`src/rtl/arbiter_pkg.sv`:
```
// Shared definitions for the arbiter family: id width helper and a common id type.
package arbiter_pkg;

    localparam int ARB_ID_MAX_W = 8;

    typedef logic [ARB_ID_MAX_W-1:0] arb_id_t;

    // Index width for n requesters, never narrower than one bit.
    function automatic int id_width(input int n);
        return (n <= 1) ? 1 : $clog2(n);
    endfunction

endpackage

```
`src/rtl/rr_select.sv`:
```
// Combinational round-robin pick: first set request at or after i_ptr, wrapping.
module rr_select
    import arbiter_pkg::*;
#(
    parameter int N   = 4,
    parameter int IDW = id_width(N)
) (
    input  logic [N-1:0]   i_req,
    input  logic [IDW-1:0] i_ptr,
    output logic [N-1:0]   o_gnt,
    output logic [IDW-1:0] o_idx,
    output logic           o_any
);

    logic [2*N-1:0] w_dbl;
    logic [IDW-1:0] w_idx;
    logic           w_found;
    logic [N-1:0]   w_gnt;

    assign w_dbl = {i_req, i_req};

    // Masking the low copy below i_ptr lets the upper copy supply the wrapped requests.
    always_comb begin
        w_idx   = '0;
        w_found = 1'b0;
        for (int j = 0; j < 2 * N; j++) begin
            if (!w_found && w_dbl[j] && (j >= int'(i_ptr))) begin
                w_found = 1'b1;
                w_idx   = IDW'(j % N);
            end
        end
    end

    always_comb begin
        w_gnt = '0;
        for (int i = 0; i < N; i++) begin
            w_gnt[i] = w_found && (w_idx == IDW'(i));
        end
    end

    assign o_gnt = w_gnt;
    assign o_idx = w_idx;
    assign o_any = w_found;

endmodule

```
`src/rtl/arbiter_rr_n.sv`:
```
// N-way round-robin arbiter feeding one registered valid/ready output, with a per-input burst limit.
// Handshake: a beat moves on any edge where valid & ready are both high; out_valid/out_data/out_id hold while out_ready is low.
module arbiter_rr_n
    import arbiter_pkg::*;
#(
    parameter  int DWIDTH = 16,
    parameter  int N      = 4,
    parameter  int BURST  = 1,
    localparam int IDW    = id_width(N),
    localparam int CW     = $clog2(BURST + 1)
) (
    input  logic                clk,
    input  logic                reset,
    input  logic [N-1:0]        in_valid,
    input  logic [N*DWIDTH-1:0] in_data,
    output logic [N-1:0]        in_ready,
    output logic                out_valid,
    output logic [DWIDTH-1:0]   out_data,
    output logic [IDW-1:0]      out_id,
    input  logic                out_ready
);

    logic              r_out_valid;
    logic [DWIDTH-1:0] r_out_data;
    logic [IDW-1:0]    r_out_id;
    logic [IDW-1:0]    r_ptr;
    logic [CW-1:0]     r_cnt;
    logic [IDW-1:0]    r_last;

    logic [N-1:0]      w_gnt;
    logic [IDW-1:0]    w_idx;
    logic              w_any;
    logic              w_accept;
    logic              w_xfer;
    logic [DWIDTH-1:0] w_sel_data;
    logic [CW-1:0]     w_cnt_n;
    logic [IDW-1:0]    w_ptr_wrap;
    logic [IDW-1:0]    w_ptr_next;
    logic [CW-1:0]     w_cnt_next;

    rr_select #(
        .N   (N),
        .IDW (IDW)
    ) u_rr_select (
        .i_req (in_valid),
        .i_ptr (r_ptr),
        .o_gnt (w_gnt),
        .o_idx (w_idx),
        .o_any (w_any)
    );

    assign w_accept = !r_out_valid || out_ready;
    // Reset gates ready directly so no producer sees a handshake while the block is held.
    assign w_xfer   = w_accept && w_any && !reset;
    assign in_ready = w_gnt & {N{w_xfer}};

    always_comb begin
        w_sel_data = '0;
        for (int i = 0; i < N; i++) begin
            if (w_gnt[i]) begin
                w_sel_data = in_data[i*DWIDTH +: DWIDTH];
            end
        end
    end

    assign w_ptr_wrap = (w_idx == IDW'(N - 1)) ? '0 : w_idx + IDW'(1);

    // Repeat grants to the same input extend its burst; reaching the limit hands priority onward.
    always_comb begin
        w_cnt_n    = (w_idx == r_last) ? r_cnt + CW'(1) : CW'(1);
        w_ptr_next = w_idx;
        w_cnt_next = w_cnt_n;
        if (w_cnt_n == CW'(BURST)) begin
            w_ptr_next = w_ptr_wrap;
            w_cnt_next = '0;
        end
    end

    always_ff @(posedge clk or posedge reset) begin
        if (reset) begin
            r_out_valid <= 1'b0;
            r_out_data  <= '0;
            r_out_id    <= '0;
            r_ptr       <= '0;
            r_cnt       <= '0;
            r_last      <= '0;
        end else if (w_xfer) begin
            r_out_valid <= 1'b1;
            r_out_data  <= w_sel_data;
            r_out_id    <= w_idx;
            r_ptr       <= w_ptr_next;
            r_cnt       <= w_cnt_next;
            r_last      <= w_idx;
        end else if (r_out_valid && out_ready) begin
            r_out_valid <= 1'b0;
        end
    end

    assign out_valid = r_out_valid;
    assign out_data  = r_out_data;
    assign out_id    = r_out_id;

endmodule

```
`config.mk`:
```
export PLATFORM = sky130hd
export DESIGN_NAME = arbiter_rr_n
export DESIGN_NICKNAME = d
export VERILOG_FILES = /design/src/rtl/arbiter_pkg.sv /design/src/rtl/rr_select.sv /design/src/rtl/arbiter_rr_n.sv
export SDC_FILE = /design/constraint.sdc
export NUM_CORES = 1
export LEC_CHECK = 0
export BUFFER_PORTS_ARGS = -buffer_cell sky130_fd_sc_hd__buf_2
export CAP_MARGIN = 20
export CORE_MARGIN = 1.5
export CORE_UTILIZATION = 30
export DETAILED_ROUTE_END_ITERATION = 8
export GPL_ROUTABILITY_DRIVEN = 0
export SLEW_MARGIN = 20
export SYNTH_ARGS = -nofsm -noshare
export SYNTH_HDL_FRONTEND = slang
export SYNTH_HIERARCHICAL = 1
export SYNTH_SLANG_ARGS = --single-unit
```
`constraint.sdc`:
```
create_clock -name clk -period 2.2 [get_ports clk]
set_input_delay 0.22 -clock clk [delete_from_list [all_inputs] [get_ports clk]]
set_output_delay 0.22 -clock clk [all_outputs]
set_load 0.005 [all_outputs]
```
# ---- Word-level counts from Yosys, hierarchy flattened
# Cells that the tools add are included.
# Widths: inputs -> output; s select.
dict set report classes {
  addsub 1
  n_lt_le_gt_ge 3
  eq_ne 3
  mux 22
  bitwise 1
  reduce_logical 29
}
# op n
set ops {}
lappend ops {{$mux 16} 4}
lappend ops {{$logic_and 1x1->1} 17}
lappend ops {{$mux 2} 7}
lappend ops {{$mux 1} 11}
lappend ops {{$logic_not 1->1} 9}
lappend ops {{$and 4x4->4} 1}
lappend ops {{$eq 2x2->1 const B} 2}
lappend ops {{$ge 1x2->1 const A} 2}
lappend ops {{$add 2x1->2 const B} 1}
lappend ops {{$eq 2x1->1 const B} 1}
lappend ops {{$ge 2x2->1 const A} 1}
lappend ops {{$logic_not 2->1} 1}
lappend ops {{$reduce_bool 2->1} 1}
lappend ops {{$logic_or 1x1->1} 1}
dict set report totals {
  ff_bits 21
  inputBits 71
  out_inout_bits 23
  word_cells 63
}

# ---- Longest topological paths before layout
# Gate-level depths: netlist (run 1).
dict set report depth {
  depth_word 32
  mapped_depth 9
  depth_no_buf 6
}

# ---- Cells and area by module
# The synthesis (run 1) kept the hierarchy.
# module n_inst cells_per_inst area_each_um2 seq_area_each_um2
set by_module_without_submodules {}
lappend by_module_without_submodules {arbiter_rr_n 1 167 1560.2 525.5}
lappend by_module_without_submodules {rr_select 1 32 201.4 0.0}

# ---- Least setup slack after synthesis (run 1)
# Ideal clock, no wire load.
dict set report synth_path {
  path_type {register -> register}
  from {reg r_ptr[1]}
  to {reg r_ptr[1]}
  setup_time_ns 0.125
  arrival_time_ns 1.594
  required_time_ns 2.075
  path_slack_ns 0.480
  stages_incl_launch_ff 7
  path_buffers 1
  period_less_slack_ns 1.720
  cell_sequence {dfrtp_1 buf_6 mux2i_1 nor2_1 a311oi_1 ha_1 mux2_4}
}
dict set report synth_between {
  elab_chain_cells 28
  elab_cells_between_ends 40
  cone_classes {1 x add/sub; 3 x order compare; 1 x eq/ne; 16 x mux; 19 x reduce/logical}
}
# item line_no
set synth_lines {}
lappend synth_lines {{from (decl)} arbiter_rr_n.sv:26} ;# logic [IDW-1:0] r_ptr;
lappend synth_lines {{from (signal assigned)} arbiter_rr_n.sv:91} ;# r_ptr <= w_ptr_next;
lappend synth_lines {{$ge 1x2->1} rr_select.sv:27} ;# if (!w_found && w_dbl[j] && (j >= int'(i_ptr))) begin
lappend synth_lines {{$logic_and 1x1->1} rr_select.sv:27}
lappend synth_lines {{$mux 1} rr_select.sv:27}
lappend synth_lines {{$logic_not 1->1} rr_select.sv:27}
lappend synth_lines {{$logic_and 1x1->1 (2 in series)} rr_select.sv:27}
lappend synth_lines {{$mux 1} rr_select.sv:27}
lappend synth_lines {{$logic_not 1->1} rr_select.sv:27}
lappend synth_lines {{$logic_and 1x1->1 (2 in series)} rr_select.sv:27}
lappend synth_lines {{(+12 left out)} --}
lappend synth_lines {{$mux 1} rr_select.sv:27}
lappend synth_lines {{$logic_not 1->1} rr_select.sv:27}
lappend synth_lines {{$logic_and 1x1->1} rr_select.sv:27}
lappend synth_lines {{$mux 2 (*)} rr_select.sv:27}
lappend synth_lines {{named net w_idx[0]} arbiter_rr_n.sv:31} ;# logic [IDW-1:0] w_idx;
lappend synth_lines {{$add 2x1->2 or $eq 2x2->1 (tied branches)} arbiter_rr_n.sv:66} ;# assign w_ptr_wrap = (w_idx == IDW'(N - 1)) ? '0 : w_idx + IDW'(1);
lappend synth_lines {{$mux 2 (*)} arbiter_rr_n.sv:66}
lappend synth_lines {{named net w_ptr_next[1]} arbiter_rr_n.sv:38} ;# logic [IDW-1:0] w_ptr_next;
# Mark *: on every way through the listed nets, which the timed path passes. The rest lies on a longest branch.
# A chain may end at the register's enable or synchronous reset.

# ---- Final worst setup path (run 1)
dict set report layout_path {
  from {reg r_ptr[1]}
  to {out in_ready[0]}
}
dict set report layout_between {
  elab_chain_cells 29
  elab_cells_between_ends 40
  cone_classes {3 x order compare; 15 x mux; 1 x bitwise; 21 x reduce/logical}
}
# item line_no
set layout_lines {}
lappend layout_lines {{$ge 1x2->1} rr_select.sv:27}
lappend layout_lines {{$logic_and 1x1->1} rr_select.sv:27}
lappend layout_lines {{$mux 1} rr_select.sv:27}
lappend layout_lines {{$logic_not 1->1} rr_select.sv:27}
lappend layout_lines {{$logic_and 1x1->1 (2 in series)} rr_select.sv:27}
lappend layout_lines {{$mux 1} rr_select.sv:27}
lappend layout_lines {{$logic_not 1->1} rr_select.sv:27}
lappend layout_lines {{$logic_and 1x1->1 (2 in series)} rr_select.sv:27}
lappend layout_lines {{(+12 left out)} --}
lappend layout_lines {{$mux 1} rr_select.sv:27}
lappend layout_lines {{$logic_not 1->1} rr_select.sv:27}
lappend layout_lines {{$logic_and 1x1->1} rr_select.sv:27}
lappend layout_lines {{$mux 2} rr_select.sv:27}
lappend layout_lines {{$logic_not 2->1} rr_select.sv:37} ;# w_gnt[i] = w_found && (w_idx == IDW'(i));
lappend layout_lines {{$logic_and 1x1->1 (*)} rr_select.sv:37}
lappend layout_lines {{named net w_gnt[0]} arbiter_rr_n.sv:30} ;# logic [N-1:0] w_gnt;
lappend layout_lines {{$and 4x4->4 (*)} arbiter_rr_n.sv:55} ;# assign in_ready = w_gnt & {N{w_xfer}};
lappend layout_lines {{to (decl)} arbiter_rr_n.sv:16} ;# output logic [N-1:0] in_ready,
# Marked as above.

==> results.cfg, run 1 <==
[hold_path]
hold_class = in -> async

[synth]
yosys.area.top_type = dfrtp_1
synth_edf_count = 0
netlist_area_sq_um = 1762
synth.area.top_cells = dfrtp_1, a221oi_2, o22a_1
synthTopCellsByCount = a21oi_1, dfrtp_1, inv_1
ys_seq_area_frac = 0.2983
avgSynthCellArea_sq_um = 8.853
synth_warnings = 6
synth_cell_type_count = 32
synthArstFlopShare = 1.000
synthCells = 199
synth_top_area_frac = 0.2983
synth-seq-cells = 21
ys.flop_type = dfrtp_1
synth_nets = 271

[outcome]
outcome = finished, final reports clean

[setup_path]
r2r_slack_ns = 0.18
critPathMaxFanout = 17
crit_arrival_ns = 1.84
cp.required_ns = 1.98
cp_cell_sequence = buf_4 -> o2bb2ai_1 -> a22o_1 -> and2_1 -> buf_4 -> and3_1 -> buf_2
slowest_stage = dfrtp_1
endpoint_kind = output pin
critical_path_class = reg -> out
cp_slowest_stage_delay_ns = 0.43
startpoint_type = register
critPathMostFrequentCell = buf_4

[clock_network]
clkSlewWorstSetupHoldPaths_ns = 0.08
clockBufferDepth = 2
htree_num_levels = 1
clk-insertion-delay-late_ns = 0.26
cts_hold_buf = 0
root_buffer = clkbuf_8
tritoncts = done
cts_sinks = 21
cts_buffers = 3

[global_routing]
grt_max_degree = 34
grt_overflow = 0
grt_pass1_wl_mm = 8.135
grtUsageTotal = 0.1657
grt_pass1_vias = 1682
antenna_found_initial = 0

[routing]
num_vias = 1830
drt_iter0_markers = 49
dr.pass1.iters = 4
drt_wl_total_mm = 5.367
viasPerCell = 5.155
drc = 0
antenna_left = 0
routedWlPerCell_microns = 15.12

[finish]
fin_util = 0.4184
antenna_cells = 0
nets = 356
drive_gt1_frac = 0.4664
area_growth_pct = 32.39

[sta]
slew_headroom = 0.3723
period_minus_slack_ns = 2.056
maxSlewViolCount = 0
timing.final.ws_setup_ns = 0.1437
hold_viol_final = 0
post-route-period-util = 0.9347
final.setup.tns_ns = 0
rsz0062_at_grt = false
finalClockSkew_ns = 0.002420
fmax_mhz = 486.3
setup_viol = 0
tightestPinTransition_ns = 0.9416

[placement]
port_buffers = 93
dp_hpwl_mm = 3.665
pre_cts_ws_ns = -0.08394

[floorplan]
die_h_microns = 79.63
core_sq_um = 5574
fp-row-count = 27
die-area_sq_um = 6341
initial_core_util = 0.3160
die_w_microns = 79.63
ioPinCount = 94

[power]
p_leak_nw = 1.125
power_density_nw_per_um2 = 949.0
ir_drop_v = 0.0003810

[run]
max-cap-violations = 0
final timing paths:
kind | depth (start not counted) | endpoint | from
setup reg to reg | 7 | out_data[11] | r_ptr[1]
max in group asynchronous | 2 | out_data[15] | reset
hold / removal | 2 | out_data[1] | reset
setup / recovery | 7 | in_ready[0] | r_ptr[1]
min in group clk | 4 | out_data[0] | in_data[48]
hold reg to reg | 1 | out_data[3] | out_data[3]
area by class of cell:
class | instances | area [sq um]
well taps | 72 | 90.09
inverters | 20 | 75.07
fillers | 596 | 3242
repair buffers | 102 | 545.5
flip-flops and latches | 21 | 525.5
clock buffers | 4 | 45.04
multi-input cells | 136 | 1051
logic make-up (layout without fill, tap and decap cells):
group | count (synthesis) | count (layout) | share of synthesized area
simple gates | 65 | 65 | 0.2067
compound gates | 64 | 65 | 0.3260
buf+inv | 43 | 126 | 0.1222
flops | 21 | 21 | 0.2983
mux | 5 | 5 | 0.03977
fa+ha+maj | 1 | 1 | 0.007101
repair_timing:
item	CTS	global route
pin swaps	1	1
endpoints found under the setup margin	17	1
buffers inserted	0	2
resized for setup	2	0
cloned	1	0
power breakdown:
| part | total, W | leakage, nW | switching (W) | internal, W |
|---|---|---|---|---|
| registers | 0.000639 | 0.241 | 0.000102 | 0.000537 |
| logic | 0.00132 | 0.862 | 0.000656 | 0.000666 |
| clock network | 0.000253 | 0.0228 | 0.000124 | 0.000129 |
registers in the layout, indices dropped and copies added (netlist names):
signal and flops:
out_data 16, out_valid 1, out_id 2, r_ptr 2
cells in the final DEF, fill, tap and decap left out, types with 3 or more instances in the layout:
cell type  instances
buf_2             93
a21oi_1           21
dfrtp_1           21
inv_1             20
nand2_1           17
nand3_1           16
nand3b_1          16
a221oi_2          16
o22a_1            16
buf_4              8
nor2_1             5
and3_1             4
mux2_4             4
clkbuf_8           3
stage by stage:
step	cells	instance area, sq um	total power [W]	hold slack [ns]
after floorplan	199	1762	0.001559	0.1965
after global placement	348	2241	0.001877	0.4402
after detailed placement	348	2241	0.001898	0.4578
after CTS	353	2305	0.002198	0.1706
after global routing	355	2332	0.002373	0.1912
final	355	2332	0.002213	0.1299
critical path: cells and delay by family, from the launching register on:
family                 cells  cell delay, ns
and+or+nand+nor            2            0.30
DFF                        1            0.43
buffers and inverters      3            0.50
AOI/OAI and AO/OA          2            0.34
per-layer routing:
| layer | wire, microns | share of wire | global-route usage | vias to the layer above |
|---|---|---|---|---|
| li1 | - | - | - | 893 |
| met1 | 2409 | 0.45 | 0.2156 | 860 |
| met2 | 2566 | 0.48 | 0.2881 | 73 |
| met3 | 350 | 0.065 | 0.03314 | 4 |
| met4 | 41 | 0.0076 | 0.02281 | 0 |
| met5 | 0 | 0 | 0 | - |
Note: power is estimated with default switching activity, not from simulation.
==> run 2: changes to the inputs <==
--- a/config.mk
+++ b/config.mk
@@ -5,6 +5,7 @@
 export SDC_FILE = /design/constraint.sdc
 export NUM_CORES = 1
 export LEC_CHECK = 0
+export ABC_AREA = 1
 export BUFFER_PORTS_ARGS = -buffer_cell sky130_fd_sc_hd__buf_2
 export CAP_MARGIN = 20
 export CORE_MARGIN = 1.5
==> run 2 against run 1 <==
Compared with the run above:
- sequential share of layout area rose by 0.58 points
- wire length fell by 8.2%
- clock skew rose by 0.00056 ns
- flip-flop and latch count did not move
- critical path depth rose by 7
- clock power rose by 4%
- clock-buffer cell count did not move
- setup slack improved by 0.013 ns
- core utilization rose by 1.6 points
- die area fell by 5.4%
- critical endpoint is now out_data[4]
- largest cell class unchanged
- largest power group unchanged
- highest routed layer unchanged
==> results.cfg, run 2 <==
[clock_network]
clkSlewWorstSetupHoldPaths_ns = 0.08
cts_buffers = 3
cts_sinks = 21
tritoncts = done
cts_hold_buf = 0
clockBufferDepth = 2
root_buffer = clkbuf_8
clk-insertion-delay-late_ns = 0.26
htree_num_levels = 1

[global_routing]
grt_pass1_vias = 1847
grt_overflow = 0
grt_max_degree = 22
grt_pass1_wl_mm = 8.266
grtUsageTotal = 0.1694
antenna_found_initial = 0

[synth]
synthCells = 256
synth_cell_type_count = 22
synth_warnings = 6
synth-seq-cells = 21
synth_top_area_frac = 0.3160
yosys.cell_count.top_type = nand2_1
synthArstFlopShare = 1.000
ys_seq_area_frac = 0.3160
yosys.area.top_type = dfrtp_1
ys.flop_type = dfrtp_1
avgSynthCellArea_sq_um = 6.495
netlist_area_sq_um = 1663
synth_edf_count = 0
synth.area.top_cells = dfrtp_1, nand2_1, nor2_1
synthTopCellsByCount = nand2_1, nor2_1, inv_1
synth_nets = 328

[setup_path]
startpoint_type = register
timing.rr.end = out_data[4]
worst-r2r-cell-count = 14
critical_path_class = reg -> reg
r2r_slack_ns = 0.16
cp_slowest_stage_delay_ns = 0.40
r2r_start = r_ptr[0]
cp_cell_sequence = nor2_1 -> nand2_1 -> nand2_2 -> nor2_4 -> nand3_1 -> nand2_2 -> buf_4 -> nor2_1 -> inv_1 -> nor2_4 -> nand2_1 -> nand2_1 -> nand3_1 -> nand2_1
cp.required_ns = 2.40
critPathMaxFanout = 16
endpoint_kind = register
startpoint = r_ptr[0]
crit_arrival_ns = 2.25
critPathMostFrequentCell = nand2_1
slowest_stage = dfrtp_1
crit_end = out_data[4]

[finish]
layout_common_cells = buf_2, nand2_1, nor2_1
drive_gt1_frac = 0.3561
multi_input_area_sq_um = 955.9
finalNonFillerCells = 421
fillers = 583
antenna_cells = 0
nets = 424
largest_reg_flops = 16
final_area_sq_um = 2273
regArea_sq_um = 525.5
layout_commonest_cell = buf_2
area_growth_pct = 36.72

[floorplan]
ioPinCount = 94
core_sq_um = 5238
fp-row-count = 26
die-area_sq_um = 5999
die_w_microns = 77.45
die_h_microns = 77.45
initial_core_util = 0.3175

[routing]
drt_iter0_markers = 61
dr.pass1.iters = 4
num_vias = 1863
drc = 0
antenna_left = 0
routedWlPerCell_microns = 11.70
viasPerCell = 4.425
drt_wl_total_mm = 4.927

[sta]
hold_viol_final = 0
slew_headroom = 0.4471
maxSlewViolCount = 0
tightestPinTransition_ns = 0.8285
finalClockSkew_ns = 0.002983
period_minus_slack_ns = 2.044
post-route-period-util = 0.9289
setup_viol = 0
rsz0062_at_grt = true
fmax_mhz = 489.3

[placement]
placed_cells = 414
placed_cell_area_sq_um = 2185
dp_hpwl_mm = 3.743
port_buffers = 93

[outcome]
outcome = finished, final reports clean

[power]
power_density_nw_per_um2 = 958.8
p_leak_nw = 1.337
ir_drop_v = 0.0005105

[run]
max-cap-violations = 0

[hold_path]
hold_class = in -> async
-- run 2: cell count changes after synthesis, sizes merged, moves of 15 or more --
cell    delta
nand2     +56
a221oi    -16
or2       +16
nor2      +40
a21boi    +15
nand3b    -16
o22a      -16
-- run 2: repair_timing --
| action | 4_1_cts | 5_1_grt |
|---|---|---|
| hold endpoints to repair | 0 | 0 |
| gates resized for setup | 1 | 4 |
| buffers inserted | 0 | 3 |
| endpoints found under the setup margin | 1 | 3 |
| pin swaps | 0 | 2 |
-- run 2: per-layer routing --
metal / routed length (microns) / global-route usage / share of wire
met5: 0 / 0 / 0
met4: 15 / 0.02182 / 0.0030
met3: 345 / 0.03412 / 0.070
met2: 2317 / 0.3044 / 0.47
met1: 2249 / 0.2135 / 0.46
-- run 2: final cells by class --
| class | instances | share of cell area |
|---|---|---|
| clock buffers | 4 | 0.01981 |
| inverters | 30 | 0.05063 |
| multi-input cells | 193 | 0.4205 |
| flip-flops and latches | 21 | 0.2312 |
| well taps | 70 | 0.03853 |
| repair buffers | 103 | 0.2394 |
-- run 2: worst min path at each step --
| stage | end | start |
|---|---|---|
| final | out_data[14] | reset |
| after global routing | out_valid | reset |
| after CTS | out_valid | reset |
| after detailed placement | out_valid | reset |
| after global placement | out_data[14] | reset |
| after floorplan | out_data[0] | reset |
-- run 2: where the power goes --
part	internal, W	total [W]	switching (W)
registers	0.000562	0.000655	0.0000933
logic	0.000563	0.00126	0.000699
clock network	0.000129	0.000263	0.000134
-- run 2: kinds of logic (layout without fill, tap and decap cells) --
family                   after synthesis  in the layout  share of synthesized area
adder cells (fa/ha/maj)                1              1                   0.007523
AO/OA/AOI/OAI                         34             34                     0.1279
AND/OR/NAND/NOR                      158            158                     0.4304
flip-flops                            21             21                     0.3160
buffers and inverters                 42            137                     0.1181
-- run 2: metrics by stage --
stage               utilization  total power [W]  setup slack, ns   TNS, ns  hold slack [ns]
global route             0.4341         0.002400         -0.03001  -0.06470           0.2364
finish                   0.4341         0.002180           0.1564         0           0.1430
CTS                      0.4262         0.002147          0.01585         0           0.1908
detailed placement       0.4171         0.001875           0.2228         0           0.4771
global placement         0.4171         0.001862           0.2544         0           0.4716
floorplan                     -         0.001466           0.4554         0           0.1965
-- run 2: critical path, delay by kind of cell (launching register included) --
family,cells,cell delay [ns]
simple gates,12,1.33
buf+inv,2,0.24
flops,1,0.40
